**src/rtl/rect_raster.sv**
```systemverilog
// rect_raster: fills an axis-aligned rectangle (or the whole screen) one pixel per clock,
// suppressing pixels that fall outside the visible area without wrapping them back on.
`default_nettype none
`timescale 1ns/100ps

module rect_raster #(
  parameter logic [7:0] SCREEN_W = 8'd160,
  parameter logic [6:0] SCREEN_H = 7'd120
) (
  input  logic       iClock,
  input  logic       iResetn,
  input  logic       iStart,
  input  logic       iClear,
  input  logic [7:0] iX,
  input  logic [6:0] iY,
  input  logic [7:0] iW,
  input  logic [7:0] iH,
  input  logic [5:0] iColour,
  output logic [7:0] oX,
  output logic [6:0] oY,
  output logic [5:0] oColour,
  output logic       oPlot,
  output logic       oBusy,
  output logic       oDone
);

  typedef enum logic [1:0] {
    IDLE = 2'd0,
    DRAW = 2'd1,
    DONE = 2'd2
  } state_t;

  state_t     state;
  logic [7:0] x_base;
  logic [6:0] y_base;
  logic [7:0] w;
  logic [7:0] h;
  logic [5:0] col;
  logic [7:0] dx;
  logic [7:0] dy;

  logic       last_dx;
  logic       last_pix;
  logic [7:0] step_dx;
  logic [7:0] step_dy;
  logic [7:0] acc_x;
  logic [6:0] acc_y;
  logic [7:0] acc_w;
  logic [7:0] acc_h;
  logic [5:0] acc_col;
  logic [8:0] pix_x;
  logic [8:0] pix_y;
  logic       pix_vis;

  // The registered outputs always describe the pixel being presented, so the
  // combinational side computes the *next* pixel: the first one when accepting
  // in IDLE, otherwise the raster successor of (dx,dy).
  always_comb begin
    last_dx  = (dx == w - 8'd1);
    last_pix = last_dx && (dy == h - 8'd1);
    step_dx  = last_dx ? 8'd0 : dx + 8'd1;
    step_dy  = last_dx ? dy + 8'd1 : dy;

    if (iClear) begin
      acc_x   = 8'd0;
      acc_y   = 7'd0;
      acc_w   = SCREEN_W;
      acc_h   = {1'b0, SCREEN_H};
      acc_col = iColour;
    end else begin
      acc_x   = iX;
      acc_y   = iY;
      acc_w   = iW;
      acc_h   = iH;
      acc_col = iColour;
    end

    if (state == IDLE) begin
      pix_x = {1'b0, acc_x};
      pix_y = {2'b00, acc_y};
    end else begin
      pix_x = {1'b0, x_base} + {1'b0, step_dx};
      pix_y = {2'b00, y_base} + {1'b0, step_dy};
    end
    pix_vis = (pix_x < {1'b0, SCREEN_W}) && (pix_y < {2'b00, SCREEN_H});
  end

  always_ff @(posedge iClock or negedge iResetn) begin
    if (!iResetn) begin
      state   <= IDLE;
      x_base  <= 8'd0;
      y_base  <= 7'd0;
      w       <= 8'd0;
      h       <= 8'd0;
      col     <= 6'd0;
      dx      <= 8'd0;
      dy      <= 8'd0;
      oX      <= 8'd0;
      oY      <= 7'd0;
      oColour <= 6'd0;
      oPlot   <= 1'b0;
      oBusy   <= 1'b0;
      oDone   <= 1'b0;
    end else begin
      case (state)
        IDLE: begin
          oPlot <= 1'b0;
          oDone <= 1'b0;
          if (iClear || iStart) begin
            x_base <= acc_x;
            y_base <= acc_y;
            w      <= acc_w;
            h      <= acc_h;
            col    <= acc_col;
            dx     <= 8'd0;
            dy     <= 8'd0;
            oBusy  <= 1'b1;
            if (acc_w == 8'd0 || acc_h == 8'd0) begin
              state <= DONE;
              oDone <= 1'b1;
            end else begin
              state   <= DRAW;
              oX      <= pix_x[7:0];
              oY      <= pix_y[6:0];
              oColour <= acc_col;
              oPlot   <= pix_vis;
            end
          end
        end
        DRAW: begin
          if (last_pix) begin
            state <= DONE;
            oPlot <= 1'b0;
            oDone <= 1'b1;
          end else begin
            dx    <= step_dx;
            dy    <= step_dy;
            oX    <= pix_x[7:0];
            oY    <= pix_y[6:0];
            oPlot <= pix_vis;
          end
        end
        DONE: begin
          state <= IDLE;
          oDone <= 1'b0;
          oBusy <= 1'b0;
        end
        default: begin
          state <= IDLE;
          oPlot <= 1'b0;
          oDone <= 1'b0;
          oBusy <= 1'b0;
        end
      endcase
    end
  end

endmodule

`default_nettype wire
```
**config.mk**
```make
export PLATFORM = sky130hd
export DESIGN_NAME = rect_raster
export DESIGN_NICKNAME = d
export VERILOG_FILES = /design/src/rtl/rect_raster.sv
export SDC_FILE = /design/constraint.sdc
export NUM_CORES = 1
export LEC_CHECK = 0
export BUFFER_PORTS_ARGS = -buffer_cell sky130_fd_sc_hd__buf_2
export CAP_MARGIN = 5
export CORE_MARGIN = 3
export CORE_UTILIZATION = 58
export DETAILED_ROUTE_END_ITERATION = 10
export PLACE_DENSITY_LB_ADDON = 0.3
export SYNTH_ARGS = -nofsm -noshare
export SYNTH_HDL_FRONTEND = slang
export SYNTH_SLANG_ARGS = --single-unit
```
**constraint.sdc**
```tcl
create_clock -name iClock -period 5.46 [get_ports iClock]
set_clock_uncertainty 0.2 [all_clocks]
set_input_delay 0.273 -clock iClock [delete_from_list [all_inputs] [get_ports iClock]]
set_output_delay 0.273 -clock iClock [all_outputs]
set_load 0.03 [all_outputs]
```
==> results of run 1 <==
[power by group through the flow]
| stage | registers (W) | logic, W | clock network (W) |
|---|---|---|---|
| floorplan | 0.00107 | 0.00118 | 0 |
| global placement | 0.000986 | 0.00159 | 0 |
| detailed placement | 0.00100 | 0.00164 | 0 |
| CTS | 0.000993 | 0.00167 | 0.000579 |
| global route | 0.00103 | 0.00186 | 0.000599 |
| finish | 0.00100 | 0.00168 | 0.000570 |
[critical path: stages, from the launching register on]
cell	delay (ns)
dfrtp_1	0.47
inv_1	0.10
ha_1	0.28
or3_1	0.40
a31o_1	0.23
a211oi_2	0.26
buf_4	0.24
and2_0	0.29
nand3_1	0.15
xnor2_1	0.21
ha_1	0.30
and3_1	0.19
a221o_1	0.31
or2_2	0.30
xor2_1	0.15
a21oi_1	0.11
nor4b_1	0.55
o41a_1	0.21
o31ai_1	0.08
[final timing paths]
check                             startpoint                     to  slack [ns]
setup / recovery            w[0]$_DFFE_PN0P_      oPlot$_DFFE_PN0P_        0.29
hold / removal                         iX[0]  x_base[0]$_DFFE_PN0P_        0.01
setup reg to reg            w[0]$_DFFE_PN0P_      oPlot$_DFFE_PN0P_        0.29
hold reg to reg            oY[0]$_DFFE_PN0P_      oY[0]$_DFFE_PN0P_        0.30
max in group asynchronous            iResetn  y_base[0]$_DFFE_PN0P_        3.97
min in group asynchronous            iResetn       w[5]$_DFFE_PN0P_        0.46
[routing by layer]
layer,up-vias,part of all wire,global-route usage
met5,-,0,0
met1,1936,0.47,0.344
met3,22,0.052,0.0516
li1,1990,-,-
met2,123,0.46,0.430
met4,0,0.018,0.0877
[area by class of cell]
class | count | area, um2 | share of cell area
Sequential cell | 73 | 1830 | 0.325
Clock inverter | 7 | 143 | 0.0254
Timing Repair Buffer | 97 | 636 | 0.113
Clock buffer | 9 | 124 | 0.0221
Tap cell | 102 | 128 | 0.0227
Inverter | 15 | 58.8 | 0.0105
Multi-Input combinational cell | 407 | 2700 | 0.481
[synth_stat cells, types with 3 or more instances]
cell	number
dfrtp_1	73
nand2_1	61
o21ai_0	60
nor2_1	41
nand2b_1	28
a21oi_1	25
xnor2_1	23
clkbuf_1	21
ha_1	19
inv_1	14
mux2_2	14
xor2_1	12
nor3_1	11
nand3b_1	10
and3_1	8
mux2i_1	8
nand3_1	8
nand4_1	7
nor2b_1	6
nor4_1	5
a21o_1	4
buf_2	4
o31ai_1	4
or2_2	4
a211oi_1	3
nor4_2	3
o21a_1	3
or3_1	3
[flip-flops by register name, summed over array words and instances (netlist names), 6 cells and up]
| signal | cells |
|---|---|
| w | 8 |
| oY | 7 |
| oX | 8 |
| x_base | 8 |
| y_base | 7 |
| oColour | 6 |
| dx | 8 |
| h | 8 |
| dy | 8 |
[cell families after synthesis]
logic type / Yosys count / synth area share
AOI/OAI and AO/OA: 119 / 0.155
and+or+nand+nor: 207 / 0.230
xor gates and xnor gates: 37 / 0.0734
buffers and inverters: 44 / 0.0399
DFF: 73 / 0.388
muxes: 23 / 0.0537
adders and majority gates: 21 / 0.0591
[through the flow]
| step | hold slack [ns] | util | total power (W) | instances | area (um2) |
|---|---|---|---|---|---|
| after CTS | 0.00435 | 0.719 | 0.00324 | 710 | 5620 |
| after detailed placement | 0.274 | 0.650 | 0.00264 | 667 | 5080 |
| final | 0.0130 | 0.719 | 0.00324 | 710 | 5620 |
| after global placement | 0.261 | 0.650 | 0.00257 | 667 | 5080 |
| after global routing | 0.0260 | 0.719 | 0.00349 | 710 | 5620 |
| after floorplan | -0.223 | - | 0.00225 | 524 | 4700 |
==> impl_metrics.ini, run 1 <==
[sta]
rsz0062_at_grt = false
layout_min_cycle_time_ns = 5.17
hold_viol_final = 0
period_share = 0.948
max_slew_margin = 0.280
slew_violations = 0
fmax_ghz = 0.193
tightestPinTransition_ns = 1.08
postLayoutSetupSlackWorst_ns = 0.286
setup_violations = 0
fin_setup_tns_ns = 0

[clock_network]
numCtsBuffers = 9
clk_latency_ns = 0.36
cts_hold_buffers = 27
cts_tree = built
root_buffer = clkbuf_8
postCtsSetupBuffers = 0
postCtsResizedCells = 0
path_clk_slew_ns = 0.08
clkSinkCount = 73
clock_path_buffers = 2
h-tree-depth = 3

[route]
drt-initial-drc-count = 262
ant_nets = 0
drc = 0
wirelength_mm = 11.5
viasPerCell = 5.73
vias = 4071
drt-pass1-iter-count = 5
detail_route.wl_per_cell_um = 16.2

[yosys]
async_flop_share = 1.00
synth_area_um2 = 4700
synth_seq_cells = 73
yosysSeqAreaShare = 0.388
synth_cells = 524
syn_avg_cell_area_um2 = 8.98
synth_cell_types = 62
synth_top_area_share = 0.388
synth-edff-count = 0
ys_top_cells_by_area = dfrtp_1, o21ai_0, ha_1, nand2_1, xnor2_1
synthFlopType = dfrtp_1
yosysTopAreaCell = dfrtp_1
ys_warn_count = 0
synthesis.nets = 586

[power]
seq_power_share = 0.308
p_leak_nw = 2.57
clockPowerShare = 0.176
ir_drop_mv = 0.391
power.switching_w = 0.00140
p_int_w = 0.00185
p_sw_frac = 0.431
pwr-share-comb = 0.516
p_per_area_nw_per_um2 = 578

[global_route]
grt_use_total = 0.261
antenna_found_initial = 0
first_global_vias = 4027
grt_overflow = 0
grt_max_degree = 74
grt_pass1_wl_mm = 18.6

[placement]
dp_slack_ns = 0.440
io_buffers = 64
gp_congestion = 0.922
dp_hpwl_mm = 7.80

[cells_and_area]
drive_gt1_frac = 0.191
final_cell_mix = dfrtp_1, buf_2, nand2_1
area_growth_pct = 19.4
fill_cells = 603
final_common_cell = dfrtp_1
finalNetCount = 665
num_antenna_cells = 0

[setup_path]
path_class = reg2reg
critPathLaunchType = flip-flop
crit_required_ns = 5.49
end_kind = flip-flop
path_max_fanout = 11
arrival_ns = 5.21
rr_worst_depth = 18

[die]
dieArea_um2 = 9230
core_um2 = 7810
row_count = 32
die_x_um = 96.1
die-height_um = 96.1
io_pins = 65
start_util = 0.602

[run_status]
status = complete, no violations

[job]
drv_cap = 0

[hold_path]
min_path_cells = 3
min_path_type = in2reg
Note: power is estimated with default switching activity, not from simulation.
==> run 2, diff against run 1 <==
Settings changed: CORE_ASPECT_RATIO set to 1.75.
==> impl_metrics.ini, run 2 (synthesis results as in run 1) <==
[die]
io_pins = 65
die-height_um = 125
die_x_um = 74.1
start_util = 0.609
dieArea_um2 = 9270
row_count = 42
core_um2 = 7720

[route]
viasPerCell = 5.92
detail_route.wl_per_cell_um = 16.8
drt-pass1-iter-count = 4
drt-initial-drc-count = 265
vias = 3986
drc = 0
ant_nets = 0
wirelength_mm = 11.3

[run_status]
status = finished, violations left
violations = negative hold slack

[global_route]
grt_overflow = 0
antenna_found_initial = 0
grt_max_degree = 74
grt_use_total = 0.258
first_global_vias = 4125
grt_pass1_wl_mm = 18.8

[setup_path]
path_max_fanout = 20
critPathLaunchType = flip-flop
crit_required_ns = 5.47
rr_worst_depth = 18
ff2ff_setup_slack_ns = 0.41
path_class = reg2reg
r2r-start = w[0]$_DFFE_PN0P_
crit_start = w[0]$_DFFE_PN0P_
end_kind = flip-flop
reg2reg_to = oPlot$_DFFE_PN0P_
arrival_ns = 5.07

[clock_network]
h-tree-depth = 3
postCtsResizedCells = 0
clock_path_buffers = 2
cts_tree = built
numCtsBuffers = 9
clk_latency_ns = 0.34
path_clk_slew_ns = 0.05
root_buffer = clkbuf_16
clkSinkCount = 73

[cells_and_area]
final_common_cell = dfrtp_1
final_cell_mix = dfrtp_1, buf_2, nand2_1
area_growth_pct = 14.2
drive_gt1_frac = 0.186
finalNetCount = 644
fin_util = 0.695
num_antenna_cells = 0

[power]
p_leak_nw = 2.47
ir_drop_mv = 0.384
p_per_area_nw_per_um2 = 592

[placement]
gp_congestion = 0.829
dp_hpwl_mm = 7.88
io_buffers = 64

[sta]
period_share = 0.926
hold_ws_ns = -0.0586
hold_viol_final = 46
tightestPinTransition_ns = 1.04
max_slew_margin = 0.309
rsz0062_at_grt = false
fin_setup_tns_ns = 0
setup_violations = 0
layout_min_cycle_time_ns = 5.05
slew_violations = 0
fmax_ghz = 0.198

[job]
drv_cap = 0

[hold_path]
min_path_type = in2async
## run 2: cell types whose count changed in the layout (fill, tap and decap cells not counted)
cell	before	now
dlygate4sd3_1	27	7
clkbuf_16	0	9
clkbuf_8	9	0
bufinv_16	4	0
clkbuf_1	0	4
clkinv_4	2	0
buf_4	6	5
## run 2: timing repair
item / in CTS / in global routing
buffers inserted: 0 / 0
hold endpoints to repair: 7 / 0
hold buffers: 7 / 0
## run 2: where the power goes
part           switching [W]  internal (W)  total (W)
clock               0.000210      0.000302   0.000512
sequential          0.000228      0.000768   0.000996
combinational       0.000953      0.000716    0.00167
## run 2: stage by stage
stage	power, W	worst slack [ns]	instances	hold WS, ns	instance area (um2)
after detailed placement	0.00264	0.450	652	0.274	5050
after CTS	0.00319	0.415	673	0.000238	5370
final	0.00318	0.406	673	-0.0586	5370
after floorplan	0.00225	0.819	524	-0.223	4700
after global placement	0.00256	0.708	652	0.263	5050
after global routing	0.00343	0.112	673	0.0226	5370
## run 2: cell type report
cell class                 instances  area [um2]
inverter                          15        58.8
clock inverter                     1        5.00
clock buffer                      13         240
tap                               88         110
timing repair buffer              76         428
multi-input combinational        407        2700
fill                             603        2360
sequential                        73        1830
## run 2: worst max-delay path, cell delays in order, from the launching register on
cell	delay, ns
dfrtp_1	0.45
inv_1	0.11
ha_1	0.28
or3_1	0.38
a31o_1	0.22
a211oi_2	0.19
buf_4	0.27
and2_0	0.29
nand3_1	0.15
xnor2_1	0.16
ha_1	0.33
and3_1	0.20
a221o_1	0.32
or2_2	0.30
xor2_1	0.16
a21oi_1	0.11
nor4b_1	0.53
or3_1	0.20
o31ai_1	0.07
## run 2: metal layers
layer,up-vias,GRT usage,wire length [um]
met2,111,0.444,5930
met4,0,0.111,336
li1,1946,-,-
met5,-,0,0
met3,27,0.0522,509
met1,1902,0.303,4550
## run 2: worst max-delay path by stage
| stage | to |
|---|---|
| 3_3_place_gp | oPlot$_DFFE_PN0P_ |
| 3_5_place_dp | oPlot$_DFFE_PN0P_ |
| 2_1_floorplan | oPlot$_DFFE_PN0P_ |
| 4_1_cts | oPlot$_DFFE_PN0P_ |
| 6_report | oPlot$_DFFE_PN0P_ |
| 5_1_grt | oPlot$_DFFE_PN0P_ |
==> run 3, diff against run 2 <==
Settings changed: ABC_AREA set to 1.
==> impl_metrics.ini, run 3 <==
[clock_network]
root_buffer = clkbuf_16
clock_path_buffers = 2
clkSinkCount = 73
cts_tree = built
h-tree-depth = 3
numCtsBuffers = 9
cts_hold_buffers = 12
postCtsResizedCells = 0
clk_latency_ns = 0.34
path_clk_slew_ns = 0.06
postCtsSetupBuffers = 0

[yosys]
synthFlopType = dfrtp_1
ys_warn_count = 0
yosysSeqAreaShare = 0.389
synth_most_common_cell = nand2_1
synth_top_area_share = 0.389
synth_cell_types = 40
synth_compound_area_frac = 0.110
synth_seq_cells = 73
synth_common_cells = nand2_1, inv_1, dfrtp_1
muxShareOfSynthArea = 0.0165
synth_xor_area_frac = 0.0533
synth-simple-area-share = 0.278
async_flop_share = 1.00
synthesis.nets = 678
ys_top_cells_by_area = dfrtp_1, nand2_1, inv_1, nand3_1, ha_1
syn_avg_cell_area_um2 = 7.62
synth-adder-area-share = 0.0592
yosysTopAreaCell = dfrtp_1
synth_top_family_by_area = simple AND/OR/NAND/NOR gates
synth-edff-count = 0
synth_cells = 616
synth_area_um2 = 4690

[sta]
setup_violations = 0
rsz0062_at_grt = false
period_share = 0.725
layout_min_cycle_time_ns = 3.96
hold_viol_final = 0
max_slew_margin = 0.366
fin_setup_tns_ns = 0
slew_violations = 0
fmax_ghz = 0.252
tightestPinTransition_ns = 0.951

[setup_path]
crit_path_max_incr_delay_ns = 0.40
critPathLaunchType = flip-flop
path_max_fanout = 8
path_class = reg2reg
end_kind = flip-flop
arrival_ns = 3.98
slowest_stage = fa_1
crit_required_ns = 5.48
ff2ff_setup_slack_ns = 1.50
cp_common_cell = nand2_1

[placement]
dp_cells = 754
dp_hpwl_mm = 8.81
placed_cell_area_um2 = 5050
io_buffers = 64
gp_congestion = 0.887

[die]
start_util = 0.607
core_um2 = 7720
dieArea_um2 = 9250
die-height_um = 125
die_x_um = 74.0
row_count = 42
io_pins = 65

[power]
seq_power_share = 0.463
p_sw_frac = 0.209
ir_drop_mv = 0.268
power.switching_w = 0.000245
p_leak_nw = 2.93
total_power_w = 0.00117
clockPowerShare = 0.498
pwr-share-comb = 0.039
p_per_area_nw_per_um2 = 214
p_int_w = 0.000925

[cells_and_area]
finalNetCount = 751
num_antenna_cells = 0
area_growth_pct = 16.5
fin_util = 0.707
design_area_um2 = 5470
drive_gt1_frac = 0.164
final_cell_mix = nand2_1, inv_1, dfrtp_1
final_common_cell = nand2_1
final_cells = 782

[route]
detail_route.wl_per_cell_um = 15.7
drt-initial-drc-count = 259
ant_nets = 0
viasPerCell = 5.65
wirelength_mm = 12.3
drc = 0
drt-pass1-iter-count = 5
vias = 4420

[global_route]
grt_use_total = 0.275
first_global_vias = 4403
grt_max_degree = 74
grt_overflow = 0
grt_pass1_wl_mm = 19.7
antenna_found_initial = 0

[job]
drv_cap = 0

[run_status]
status = complete, no violations

[hold_path]
min_path_type = in2reg
run 3: worst paths after layout:
check,start,to,cells after the start
worst min-delay path,iH[0],h[0]$_DFFE_PN0P_,3
worst min register to register,oX[3]$_DFFE_PN0P_,oX[3]$_DFFE_PN0P_,1
max in group asynchronous,iResetn,x_base[6]$_DFFE_PN0P_,3
worst max-delay path,w[0]$_DFFE_PN0P_,oPlot$_DFFE_PN0P_,29
min in group asynchronous,iResetn,h[5]$_DFFE_PN0P_,3
worst max register to register,w[0]$_DFFE_PN0P_,oPlot$_DFFE_PN0P_,29
run 3: worst max-delay path, delay by kind of cell, from the launching register on:
family | cells | cell delay (ns)
fa+ha+maj | 3 | 0.87
xor+xnor | 1 | 0.09
buf+inv | 4 | 0.34
flops | 1 | 0.38
simple gates | 21 | 1.94
run 3: per-layer routing:
layer  track usage  wire, um  up-vias
met3        0.0578       634       56
li1              -         -     2137
met5             0         0        -
met2         0.481      6340      187
met1         0.286      4580     2040
met4         0.171       692        0
run 3: final cells by class:
type | instances | area (um2)
fill | 616 | 2260
clock buffer | 13 | 250
clock inverter | 3 | 40.0
inverter | 92 | 345
sequential | 73 | 1830
tap | 88 | 110
multi-input combinational | 434 | 2430
timing repair buffer | 79 | 463
run 3: cells by family (layout without fill, tap and decap cells):
kind of cell               count (synthesis)  count (layout)
and+or+nand+nor                          292             292
buffers and inverters                    109             187
AOI/OAI and AO/OA                         87              87
DFF                                       73              73
xor gates and xnor gates                  27              27
adders and majority gates                 21              21
muxes                                      7               7
run 3: power groups by stage:
stage                     clock network, W  registers, W   logic (W)
final                             0.000583      0.000541   0.0000458
after global routing              0.000614      0.000541   0.0000513
after CTS                         0.000592      0.000541   0.0000458
after detailed placement                 0      0.000551   0.0000392
after global placement                   0      0.000551   0.0000383
after floorplan                          0      0.000551  0.00000971
run 3: stage by stage:
step	worst slack, ns	hold WS (ns)
final	1.50	0.00974
after global routing	1.18	0.0197
after CTS	1.56	0.00227
after detailed placement	1.64	0.275
after global placement	1.81	0.272
after floorplan	2.20	-0.223
